### src/rtl/shift_rx_pkg.sv
// Shared types for the serial receive shift register: mode codes and frame FSM states.
package shift_rx_pkg;

   typedef enum logic [2:0] {
      MODE_CLR  = 3'b000,
      MODE_HOLD = 3'b001,
      MODE_SHR  = 3'b010,
      MODE_SHL  = 3'b011,
      MODE_LOAD = 3'b100
   } mode_t;

   typedef enum logic {
      ST_COLLECT = 1'b0,
      ST_PARITY  = 1'b1
   } state_t;

endpackage

### src/rtl/shift_rx_bitcnt.sv
// Modulo-WIDTH bit counter; wrap flags the increment that completes a WIDTH-bit word.
module shift_rx_bitcnt
   import shift_rx_pkg::*;
#(
   parameter int unsigned WIDTH = 8
) (
   input  logic clk,
   input  logic rst,
   input  logic inc,
   input  logic clr,
   output logic wrap
);

   localparam int unsigned   CW   = $clog2(WIDTH + 1);
   localparam logic [CW-1:0] LAST = CW'(WIDTH - 1);

   logic [CW-1:0] cnt_q, cnt_d;

   assign wrap = inc && (cnt_q == LAST);

   always_comb begin
      cnt_d = cnt_q;
      if (clr) begin
         cnt_d = '0;
      end else if (inc) begin
         cnt_d = (cnt_q == LAST) ? '0 : cnt_q + CW'(1);
      end
   end

   always_ff @(posedge clk) begin
      if (rst) begin
         cnt_q <= '0;
      end else begin
         cnt_q <= cnt_d;
      end
   end

endmodule

### src/rtl/shift_rx_frame.sv
// Universal shift register with bit counting, optional trailing parity check and
// a one-cycle frame_valid pulse once a complete word is held in data_out.
module shift_rx_frame
   import shift_rx_pkg::*;
#(
   parameter int unsigned WIDTH      = 8,
   parameter bit          PARITY_EN  = 1'b1,
   parameter bit          PARITY_ODD = 1'b0
) (
   input  logic             CLK,
   input  logic             RST,
   input  logic [2:0]       mode,
   input  logic             serial_in,
   input  logic [WIDTH-1:0] parallel_in,
   output logic [WIDTH-1:0] data_out,
   output logic             serial_out,
   output logic             frame_valid,
   output logic             parity_err,
   output logic             data_parity
);

   logic [WIDTH-1:0] data_q, data_d;
   logic             sout_q, sout_d;
   logic             fv_q, fv_d;
   logic             perr_q, perr_d;
   state_t           state_q, state_d;
   logic             cnt_inc, cnt_clr, cnt_wrap;
   mode_t            mode_e;

   shift_rx_bitcnt #(
      .WIDTH(WIDTH)
   ) u_bitcnt (
      .clk (CLK),
      .rst (RST),
      .inc (cnt_inc),
      .clr (cnt_clr),
      .wrap(cnt_wrap)
   );

   assign mode_e = mode_t'(mode);

   always_comb begin
      data_d  = data_q;
      sout_d  = sout_q;
      state_d = state_q;
      fv_d    = 1'b0;
      perr_d  = 1'b0;
      cnt_inc = 1'b0;
      cnt_clr = 1'b0;
      case (mode_e)
         MODE_CLR: begin
            data_d  = '0;
            sout_d  = 1'b0;
            cnt_clr = 1'b1;
            state_d = ST_COLLECT;
         end
         MODE_LOAD: begin
            data_d  = parallel_in;
            cnt_clr = 1'b1;
            state_d = ST_COLLECT;
         end
         MODE_SHR, MODE_SHL: begin
            if (state_q == ST_PARITY) begin
               // The shifted-in bit is the parity bit; data and counter stay put.
               fv_d    = 1'b1;
               perr_d  = ^data_q ^ serial_in ^ PARITY_ODD;
               state_d = ST_COLLECT;
            end else begin
               cnt_inc = 1'b1;
               if (mode_e == MODE_SHR) begin
                  data_d = {serial_in, data_q[WIDTH-1:1]};
                  sout_d = data_q[0];
               end else begin
                  data_d = {data_q[WIDTH-2:0], serial_in};
                  sout_d = data_q[WIDTH-1];
               end
               if (cnt_wrap) begin
                  if (PARITY_EN) begin
                     state_d = ST_PARITY;
                  end else begin
                     fv_d = 1'b1;
                  end
               end
            end
         end
         default: ;
      endcase
   end

   always_ff @(posedge CLK) begin
      if (RST) begin
         data_q  <= '0;
         sout_q  <= 1'b0;
         fv_q    <= 1'b0;
         perr_q  <= 1'b0;
         state_q <= ST_COLLECT;
      end else begin
         data_q  <= data_d;
         sout_q  <= sout_d;
         fv_q    <= fv_d;
         perr_q  <= perr_d;
         state_q <= state_d;
      end
   end

   assign data_out    = data_q;
   assign serial_out  = sout_q;
   assign frame_valid = fv_q;
   assign parity_err  = perr_q;
   assign data_parity = ^data_q;

endmodule
### config.mk
export PLATFORM = sky130hd
export DESIGN_NAME = shift_rx_frame
export DESIGN_NICKNAME = d
export VERILOG_FILES = /design/src/rtl/shift_rx_pkg.sv /design/src/rtl/shift_rx_bitcnt.sv /design/src/rtl/shift_rx_frame.sv
export SDC_FILE = /design/constraint.sdc
export NUM_CORES = 1
export LEC_CHECK = 0
export ABC_CLOCK_PERIOD_IN_PS = 1700
export BUFFER_PORTS_ARGS = -buffer_cell sky130_fd_sc_hd__buf_4
export CAP_MARGIN = 20
export CELL_PAD_IN_SITES_DETAIL_PLACEMENT = 0
export CELL_PAD_IN_SITES_GLOBAL_PLACEMENT = 1
export CORE_AREA = 5 5 61 52
export CTS_BUF_LIST = sky130_fd_sc_hd__clkbuf_16
export DETAILED_ROUTE_END_ITERATION = 16
export DIE_AREA = 0 0 66 57
export PLACE_DENSITY_LB_ADDON = 0.1
export SYNTH_ARGS = -nofsm -noshare
export SYNTH_HDL_FRONTEND = slang
export SYNTH_SLANG_ARGS = --single-unit
### constraint.sdc
create_clock -name CLK -period 1.7 [get_ports CLK]
set_input_delay 0.34 -clock CLK [delete_from_list [all_inputs] [get_ports CLK]]
set_output_delay 0.34 -clock CLK [all_outputs]
set_load 0.02 [all_outputs]
==> metrics.md, run 1 <==
| Metric | Value |
|---|---|
| P_leak | 0.508 nW |
| Synthesized instance count | 93 |
| Post-synth cell types | 29 |
| XOR/XNOR share of the synthesized area | 8.13% |
| Core Area | 0.00257 mm2 |
| Ys Warns | 0 |
| Register area | 329 um2 |
| Mux cell area share after synthesis | 14.1% |
| CTS Sinks | 16 |
| # IOs | 26 |
| Clock Tree Buf Depth | 2 |
| Port Buffers | 25 |
| Gr ovfl total | 0 |
| Seq cells post-synth | 16 |
| Diodes inserted | 0 |
| Synth Flop Type | dfxtp_1 |
| Largest family of logic cells by synthesized area | simple AND/OR/NAND/NOR gates |
| Largest area contributor in the netlist | dfxtp_1 |
| Post-synthesis adder-cell area fraction | 1.45% |
| CTS tree | built |
| First-pass GRT wire length | 3930 um |
| Worst-case vdd ir drop | 0.575 mV |
| Hold WC Path Type | input port to flip-flop |
| Largest net degree at the start of global routing | 16 |
| Layout cells sized above 1 | 44.4% |
| # rows | 17 |
| CP required | 1.36 ns |
| Clk_lat worst skew | 0.24 ns |
| Clk root buf | clkbuf_16 |
| Max-slew violations | 0 |
| Routed vias/inst | 5.10 |
| Synth top area share | 37.2% |
| Avg Cell Area, Syn | 9.27 um2 |
| Final hold violation count | 0 |
| Post-synth top cells | 16 x dfxtp_1, 12 x nor3_1, 11 x nor2_1 |
| Rel. slew slack | 78.4% |
| Fin crit share | 96.4% |
| Register area share after synthesis | 37.2% |
| Vias | 827 |
| Post-synth EDFFs | 0 |
| Final Util | 47.6% |
| WL final | 2330 um |
| Initial antenna violation count | 0 |
| Starting density of the core | 33.5% |
| Nets | 141 |
| Mapped Area | 862 um2 |
| Worst-margin pin slew | 0.323 ns |
| Simple-gate area share of the yosys netlist | 24.1% |
| DRT Pass-1 Iters | 4 |
| Filler cells | 265 |
| Crit-path max FO | 5 |
| Async set or reset register ratio after synthesis | 0% |
| Final Critical Period | 1.64 ns |
| Die footprint | 0.00376 mm2 |
| Die Wd | 66 um |
| DRC | 0 |
| Max-cap violations | 0 |
| Vias in the first global route | 797 |
| GRT Overall Usage | 13.6% |
| Status | complete, no violations |
| Final GP Congestion | 0.722 |
| Per-cell routed wire length | 14.4 um |
| Type of the worst setup path | flip-flop to output pin |
| Multi-input gate area | 533 um2 |
| Max Clock Skew | 0.00520 ns |
| Reg clk slew, reported paths | 0.05 ns |
| Setup violators final | 0 |
| Pwr per Cell Area | 944 mW/mm2 |
| CTS HTree Levels | 1 |
| Setup TNS | 0 ns |
| Startpoint types | flip-flop |
| Antenna viol nets, final | 0 |
| Worst path arrival time | 1.30 ns |
| Hold_buf cts | 0 |
| Starting DRT DRC Count | 49 |
| Fmax | 610 MHz |
| Most frequent cell after synthesis | dfxtp_1 |
| Complex-gate fraction of the synthesized area | 13.2% |
| Dpl hpwl | 1700 um |
| Synth top area cells | dfxtp_1 37%, mux2_2 12%, a221oi_1 7.1%, nor3_1 7.0%, xnor2_1 6.1% |
| P&R area growth vs syn | 42.1% |
| Net Count, Synth | 108 |
| Die Y | 57 um |
| RSZ-0062 raised after global routing | no |
| Crit end category | output pin |
| Number of CTS-inserted buffers | 3 |
## worst max-delay path: stages (launching register included)
cell and delay (ns):
dfxtp_2 0.34, xor2_1 0.17, xnor2_1 0.21, xnor2_1 0.16
buf_4 0.17
## report_power, final
part           switching, W  leakage [nW]  internal, W
sequential        0.0000230         0.133     0.000396
combinational      0.000139         0.338     0.000155
clock              0.000135        0.0370     0.000308
total              0.000297         0.508     0.000859
## cells in the final DEF, fill, tap and decap left out, types with 2 or more instances in the layout
cell,count
xnor2_1,5
dfxtp_1,9
dfxtp_2,7
mux2i_1,2
buf_4,32
nor3_1,12
xor2_1,2
nand2_1,4
clkbuf_16,3
nor2_1,11
mux2_2,9
and3b_1,2
a221oi_1,7
a21oi_1,3
## through the flow
stage	cell area (um2)	cells	hold WS, ns	total power [W]	setup WS (ns)
3_3_place_gp	1130	158	0.463	0.000695	0.211
6_report	1220	162	0.372	0.00116	0.0607
2_1_floorplan	862	93	0.413	0.000582	0.117
4_1_cts	1210	161	0.369	0.00115	0.00483
5_1_grt	1220	162	0.398	0.00122	0.00284
3_5_place_dp	1130	158	0.474	0.000697	0.199
## state kept, by name (all words and copies together), names as in the netlist
signal          count
frame_valid         1
u_bitcnt.cnt_q      4
serial_out          1
state_q             1
data_out            8
parity_err          1
## final cells by class
| type | count | area share, % |
|---|---|---|
| timing repair buffer | 32 | 19.6 |
| tap | 38 | 3.88 |
| multi-input combinational | 73 | 43.5 |
| sequential | 16 | 26.9 |
| clock buffer | 3 | 6.13 |
## layer usage
metal  global-route usage, %  vias up  routed length, um
met5                       0        -                  0
met4                    2.61        0                 27
met3                    4.53        4                167
met2                    19.4       29               1000
met1                    20.1      388               1140
li1                        -      406                  -
## path summary, 6_finish.rpt
path                  endpoint  depth (start not counted)  slack (ns)              start
max                data_parity                          4        0.06        data_out[4]
min                 parity_err                          3        0.37          serial_in
max reg2reg        data_out[4]                          5        0.23            state_q
min reg2reg  u_bitcnt.cnt_q[3]                          2        0.48  u_bitcnt.cnt_q[3]
## cells by family (layout without fill, tap and decap cells)
group,Yosys count,count (layout)
compound gates,15,15
xor+xnor,8,8
fa+ha+maj,1,1
buf+inv,4,35
flops,16,16
mux,11,11
simple gates,38,38
## what timing repair did
action	4_1_cts	5_1_grt
gates resized for setup	6	2
setup buffers	0	1
endpoints found under the setup margin	1	1
pin swaps	1	1
(Power assumes the default switching activity.)
==> run 2, diff against run 1 <==
- ABC_AREA: not set -> 1
- CORE_AREA: 5 5 61 52 -> 5 5 66 56
- DIE_AREA: 0 0 66 57 -> 0 0 71 61
==> run 2 against run 1 <==
  * Synthesized area up 20%
  * Highest routed layer unchanged
  * Combinational power down 9.5%
  * Clock-buffer cell count unchanged
  * Critical path type unchanged
  * Synthesized cell count up 57%
==> metrics.md, run 2 <==
| Metric | Value |
|---|---|
| Postcts setup bufs | 0 (unchanged) |
| Max-cap violations | 0 (unchanged) |
| Startpoint types | flip-flop (unchanged) |
| Vias in the first global route | 915 (was 797) |
| Post-synth EDFFs | 0 (unchanged) |
| Post-synth cell types | 27 (was 29) |
| Seq cells post-synth | 16 (unchanged) |
| Rel. slew slack | 81.5% (was 78.4%) |
| Most common cell after layout, fill and taps aside | nand2_1 (was buf_4) |
| Antenna viol nets, final | 0 (unchanged) |
| Crit end category | output pin (unchanged) |
| Fmax | 628 MHz (was 610 MHz) |
| Clk root buf | clkbuf_16 (unchanged) |
| Core Area | 0.00297 mm2 (was 0.00257 mm2) |
| Die Y | 61 um (was 57 um) |
| Reg clk slew, reported paths | 0.05 ns (about the same) |
| Initial antenna violation count | 0 (unchanged) |
| Port Buffers | 25 (unchanged) |
| Starting density of the core | 34.8% (was 33.5%) |
| Design Power | 0.00115 W (was 0.00116 W) |
| Pwr per Cell Area | 860 mW/mm2 (was 944 mW/mm2) |
| Starting DRT DRC Count | 33 (was 49) |
| # rows | 18 (was 17) |
| Layout cells sized above 1 | 31.6% (was 44.4%) |
| Largest stage delay on the critical path | 0.37 ns (was 0.34 ns) |
| Die Wd | 71 um (was 66 um) |
| R2r setup slk | 0.47 ns (was 0.23 ns) |
| Type of the worst setup path | flip-flop to output pin (unchanged) |
| CTS HTree Levels | 1 (unchanged) |
| Routed vias/inst | 4.88 (was 5.10) |
| Largest net degree at the start of global routing | 20 (was 16) |
| CTS Sinks | 16 (unchanged) |
| RSZ-0062 raised after global routing | no (unchanged) |
| Most frequent cell after synthesis | nand2_1 (was dfxtp_1) |
| CTS tree | built (unchanged) |
| Register area share after synthesis | 31.0% (was 37.2%) |
| Synth top area cells | dfxtp_1 31%, nand2_1 14%, o21ai_0 7.3%, a21oi_1 6.3%, nand3_1 5.3% (was dfxtp_1 37%, mux2_2 12%, a221oi_1 7.1%, nor3_1 7.0%, xnor2_1 6.1%) |
| Per-cell routed wire length | 12.5 um (was 14.4 um) |
| Crit-path max FO | 6 (was 5) |
| Async set or reset register ratio after synthesis | 0% (unchanged) |
| Max-slew violations | 0 (unchanged) |
| Max Clock Skew | 0.00374 ns (was 0.00520 ns) |
| DRT Pass-1 Iters | 4 (unchanged) |
| Most used cell, CP | nand2_1 (was xnor2_1) |
| WL final | 2640 um (was 2330 um) |
| Dpl hpwl | 2030 um (was 1700 um) |
| CP max-delay cell | dfxtp_4 (was dfxtp_2) |
| CP required | 1.36 ns (about the same) |
| Synth top area share | 31.0% (was 37.2%) |
| Nets | 187 (was 141) |
| Final hold slack | 0.293 ns (was 0.372 ns) |
| # IOs | 26 (unchanged) |
| Diodes inserted | 0 (unchanged) |
| Worst path arrival time | 1.25 ns (was 1.30 ns) |
| Critical path cell sequence | nor2_4 > inv_1 > nand2_1 > nand2_1 > nand2_1 > nand2_1 > nand2_1 > buf_6 (was xor2_1 > xnor2_1 > xnor2_1 > buf_4) |
| Clk_lat worst skew | 0.25 ns (was 0.24 ns) |
| Final GP Congestion | 0.756 (was 0.722) |
| Setup TNS | 0 ns (unchanged) |
| Net Count, Synth | 161 (was 108) |
| Ys Warns | 0 (unchanged) |
| Hold_buf cts | 0 (unchanged) |
| Number of CTS-inserted buffers | 3 (unchanged) |
| Hold WC Path Type | input port to flip-flop (unchanged) |
| Largest area contributor in the netlist | dfxtp_1 (unchanged) |
| Die footprint | 0.00433 mm2 (was 0.00376 mm2) |
| First-pass GRT wire length | 4240 um (was 3930 um) |
| Setup violators final | 0 (unchanged) |
| Avg Cell Area, Syn | 7.09 um2 (was 9.27 um2) |
| P&R area growth vs syn | 28.9% (was 42.1%) |
| Fin crit share | 93.7% (was 96.4%) |
| Gr ovfl total | 0 (unchanged) |
| Final Critical Period | 1.59 ns (was 1.64 ns) |
| Mapped Area | 0.00103 mm2 (was 862 um2) |
| Worst-case vdd ir drop | 0.384 mV (was 0.575 mV) |
| GRT Overall Usage | 12.6% (was 13.6%) |
| Clock Tree Buf Depth | 2 (unchanged) |
| Final hold violation count | 0 (unchanged) |
| Post-synth top cells | 39 x nand2_1, 16 x dfxtp_1, 15 x o21ai_0 (was 16 x dfxtp_1, 12 x nor3_1, 11 x nor2_1) |
| Synthesized instance count | 146 (was 93) |
| DRC | 0 (unchanged) |
| Final Worst Setup Slack | 0.107 ns (was 0.0607 ns) |
| Worst-margin pin slew | 0.277 ns (was 0.323 ns) |
| Max FFs per register | 8 (unchanged) |
| P_leak | 0.575 nW (was 0.508 nW) |
| Status | complete, no violations (unchanged) |
| Pre-CTS setup slack | 0.261 ns (was 0.199 ns) |
| Synth Flop Type | dfxtp_1 (unchanged) |
| Most frequent cells in the layout | 39 x nand2_1, 25 x buf_4, 15 x o21ai_0 (was 32 x buf_4, 12 x nor3_1, 11 x nor2_1) |
| Vias | 1030 (was 827) |
## run 2: layer usage
metal	GRT usage [%]	wire (um)	vias up
li1	-	-	544
met1	17.6	1360	454
met2	18.6	1090	27
met3	2.81	150	5
met4	5.63	42	0
met5	0	0	-
## run 2: cell type report
| cell class | count | area (um2) |
|---|---|---|
| Tap cell | 40 | 50.0 |
| Timing Repair Buffer | 26 | 199 |
| Fill cell | 322 | 1640 |
| Sequential cell | 16 | 340 |
| Multi-Input combinational cell | 109 | 606 |
| Clock inverter | 1 | 3.75 |
| Clock buffer | 3 | 75.1 |
| Inverter | 16 | 60.1 |
## run 2: critical path: cells and delay by family (launching register included)
| family | cells | cell delay, ns |
|---|---|---|
| and+or+nand+nor | 6 | 0.47 |
| DFF | 1 | 0.37 |
| buffers and inverters | 2 | 0.17 |
## run 2: path summary, 6_finish.rpt
check,from,cells after the start,to
worst min-delay path,RST,2,state_q
worst min register to register,u_bitcnt.cnt_q[3],1,u_bitcnt.cnt_q[3]
worst max-delay path,data_out[2],8,data_parity
worst max register to register,u_bitcnt.cnt_q[0],5,u_bitcnt.cnt_q[3]
## run 2: what timing repair did
item | CTS | global route
pin swaps | 0 | 0
gates resized for setup | 1 | 16
setup endpoints to repair | 1 | 1
## run 2: kinds of logic (layout without fill, tap and decap cells)
logic type / count (synthesis) / in the layout / synth area share [%]
fa+ha+maj: 1 / 1 / 1.21
compound gates: 42 / 42 / 24.4
buf+inv: 21 / 46 / 11.5
flops: 16 / 16 / 31.0
xor+xnor: 1 / 1 / 0.847
simple gates: 65 / 65 / 31.1
## run 2: power by group
| part | leakage, nW | internal (W) | switching [W] | total [W] |
|---|---|---|---|---|
| Combinational | 0.402 | 0.000110 | 0.000156 | 0.000266 |
| Sequential | 0.135 | 0.000394 | 0.0000285 | 0.000423 |
| Clock | 0.0385 | 0.000312 | 0.000146 | 0.000458 |
| Total | 0.575 | 0.000816 | 0.000330 | 0.00115 |
## run 2: per-stage QoR
| stage | area, um2 | utilization, % | instances |
|---|---|---|---|
| after floorplan | 1030 | - | 146 |
| after global placement | 1220 | 41.1 | 207 |
| after detailed placement | 1220 | 41.1 | 207 |
| after CTS | 1300 | 43.8 | 211 |
| after global routing | 1330 | 44.9 | 211 |
| final | 1330 | 44.9 | 211 |
==> run 3, diff against run 2 <==
- BUFFER_PORTS_ARGS: -buffer_cell sky130_fd_sc_hd__buf_4 -> not set
- CORE_AREA: 5 5 66 56 -> 5 5 63 54
- DIE_AREA: 0 0 71 61 -> 0 0 68 59
- DONT_BUFFER_PORTS: not set -> 1
==> run 3 against run 2 <==
  * Setup slack lost 0.0029 ns
  * Critical path depth shrank 1
  * Sequential power shrank 1%
  * Fmax shrank 0.18%
  * Via count shrank 8.5%
  * Core utilization shrank 0.87 points
  * Flip-flop and latch count is the same
  * Worst hold slack lost 0.13 ns
  * Routed wire length shrank 1.3%
  * Critical path type unchanged
  * Largest power group unchanged
  * Highest routed layer unchanged
==> metrics.md, run 3 (synthesized netlist as in run 2, its figures left out) <==
| Metric | Value |
|---|---|
| Final Critical Period | 1.60 ns (was 1.59 ns) |
| R2r endpoint | u_bitcnt.cnt_q[3] (unchanged) |
| Dpl hpwl | 1980 um (was 2030 um) |
| Max-cap violations | 0 (unchanged) |
| Per-cell routed wire length | 13.6 um (was 12.5 um) |
| Final Util | 44.0% (was 44.9%) |
| Startpoint types | flip-flop (unchanged) |
| Worst-margin pin slew | 0.294 ns (was 0.277 ns) |
| R2r setup slk | 0.46 ns (was 0.47 ns) |
| Clk root buf | clkbuf_16 (unchanged) |
| CP max-delay cell | dfxtp_1 (was dfxtp_4) |
| Starting DRT DRC Count | 41 (was 33) |
| Largest net degree at the start of global routing | 20 (unchanged) |
| Cells on worst reg2reg path | 5 (unchanged) |
| First-pass GRT wire length | 4310 um (was 4240 um) |
| Vias in the first global route | 893 (was 915) |
| Number of CTS-inserted buffers | 3 (unchanged) |
| Most frequent cells in the layout | 38 x nand2_1, 15 x o21ai_0, 15 x dfxtp_1 (was 39 x nand2_1, 25 x buf_4, 15 x o21ai_0) |
| P_leak | 0.483 nW (was 0.575 nW) |
| Vias | 942 (was 1030) |
| Final GP Congestion | 0.740 (was 0.756) |
| Postcts setup bufs | 0 (unchanged) |
| CP required | 1.36 ns (about the same) |
| Fin cells | 191 (was 211) |
| Routed length on met1 | 1380 um (was 1360 um) |
| Critical path cell sequence | inv_1 > nand2_1 > nand2_1 > nand2_1 > nand2_1 > nand2_1 > nand2_2 (was nor2_4 > inv_1 > nand2_1 > nand2_1 > nand2_1 > nand2_1 > nand2_1 > buf_6) |
| Antenna viol nets, final | 0 (unchanged) |
| Setup violators final | 0 (unchanged) |
| DRC | 0 (unchanged) |
| Die Wd | 68 um (was 71 um) |
| Max Clock Skew | 0.00342 ns (was 0.00374 ns) |
| Max FFs per register | 8 (unchanged) |
| Gr ovfl total | 0 (unchanged) |
| Hold endpoint | serial_out (was state_q) |
| Fin crit share | 93.9% (was 93.7%) |
| Hold Path Depth | 1 (was 2) |
| Starting density of the core | 38.9% (was 34.8%) |
| P&R area growth vs syn | 13.1% (was 28.9%) |
| Pwr per Cell Area | 926 mW/mm2 (was 860 mW/mm2) |
| Pre-CTS setup slack | 0.308 ns (was 0.261 ns) |
| Final hold slack | 0.159 ns (was 0.293 ns) |
| Final hold violation count | 0 (unchanged) |
| Met3 Routed Length | 161 um (was 150 um) |
| Die Y | 59 um (was 61 um) |
| Port Buffers | 0 (was 25) |
| # rows | 17 (was 18) |
| Routed vias/inst | 4.93 (was 4.88) |
| Reg clk slew, reported paths | 0.05 ns (about the same) |
| Type of the worst setup path | flip-flop to output pin (unchanged) |
| Crit-path max FO | 5 (was 6) |
| Most used cell, CP | nand2_1 (unchanged) |
| Nets | 170 (was 187) |
| CTS Sinks | 16 (unchanged) |
| Final Worst Setup Slack | 0.104 ns (was 0.107 ns) |
| Core Area | 0.00266 mm2 (was 0.00297 mm2) |
| Worst path arrival time | 1.26 ns (was 1.25 ns) |
| Most common cell after layout, fill and taps aside | nand2_1 (unchanged) |
| Status | complete, no violations (unchanged) |
| Worst-case vdd ir drop | 0.488 mV (was 0.384 mV) |
| GRT Overall Usage | 14.2% (was 12.6%) |
| Rel. slew slack | 80.4% (was 81.5%) |
| Clk_lat worst skew | 0.24 ns (was 0.25 ns) |
| Max-slew violations | 0 (unchanged) |
| Clock Tree Buf Depth | 2 (unchanged) |
| Crit end category | output pin (unchanged) |
| CTS HTree Levels | 1 (unchanged) |
| Hold WC Path Type | input port to flip-flop (unchanged) |
| Origin of the critical flop-to-flop path | u_bitcnt.cnt_q[0] (unchanged) |
| Die footprint | 0.00401 mm2 (was 0.00433 mm2) |
| Metal2 WL | 1060 um (was 1090 um) |
| RSZ-0062 raised after global routing | no (unchanged) |
| Min-delay src | RST (unchanged) |
| Largest stage delay on the critical path | 0.39 ns (was 0.37 ns) |
| Fmax | 627 MHz (was 628 MHz) |
| CTS tree | built (unchanged) |
| # IOs | 26 (unchanged) |
| DRT Pass-1 Iters | 4 (unchanged) |
| Diodes inserted | 0 (unchanged) |
| Dpl cells | 188 (was 207) |
| WL final | 2610 um (was 2640 um) |
| Max Used Layer | met4 (unchanged) |
| Setup TNS | 0 ns (unchanged) |
| Initial antenna violation count | 0 (unchanged) |
| Layout cells sized above 1 | 18.3% (was 31.6%) |
-- run 3: changes by cell type in the layout (fill, tap and decap cells not counted), sizes merged --
| cell | change |
|---|---|
| clkinv | -1 |
| buf | -17 |
-- run 3: final cells by class --
type / count / area [um2]
Inverter: 16 / 60.1
Clock buffer: 3 / 75.1
Multi-Input combinational cell: 109 / 598
Tap cell: 38 / 47.5
Timing Repair Buffer: 9 / 67.6
Sequential cell: 16 / 322
Fill cell: 262 / 1490
-- run 3: through the flow --
stage | total power, W | area, um2
2_1_floorplan | 0.000604 | 1030
3_3_place_gp | 0.000637 | 1090
3_5_place_dp | 0.000639 | 1090
4_1_cts | 0.00110 | 1170
5_1_grt | 0.00114 | 1170
6_report | 0.00108 | 1170
-- run 3: power breakdown --
group	total [W]	switching [W]	internal (W)	leakage, nW
registers	0.000417	0.0000235	0.000394	0.131
logic	0.000217	0.000141	0.0000762	0.315
clock network	0.000450	0.000141	0.000309	0.0370
total	0.00108	0.000305	0.000779	0.483
-- run 3: worst max path at each step --
stage | startpoint | end | slack (ns) | cells past startpoint
after floorplan | data_out[2] | data_parity | 0.31 | 6
after global placement | data_out[0] | data_parity | 0.33 | 7
after detailed placement | data_out[0] | data_parity | 0.31 | 7
after CTS | data_out[0] | data_parity | 0.04 | 7
after global routing | data_out[5] | data_parity | 0.009 | 7
final | data_out[5] | data_parity | 0.10 | 7
-- run 3: per-layer routing --
metal  vias to the layer above  GRT usage (%)
met2                        23           19.4
met5                         -              0
met3                         2           5.88
met1                       408           20.8
met4                         0           2.55
li1                        509              -
-- run 3: critical path, delay by kind of cell, from the launching register on --
kind,cells,cell delay [ns]
buffers and inverters,1,0.11
flip-flops,1,0.39
AND/OR/NAND/NOR,6,0.53
-- run 3: what timing repair did --
action,CTS,global route
endpoints found under the setup margin,0,1
hold buffers,0,0
gates resized for setup,0,2
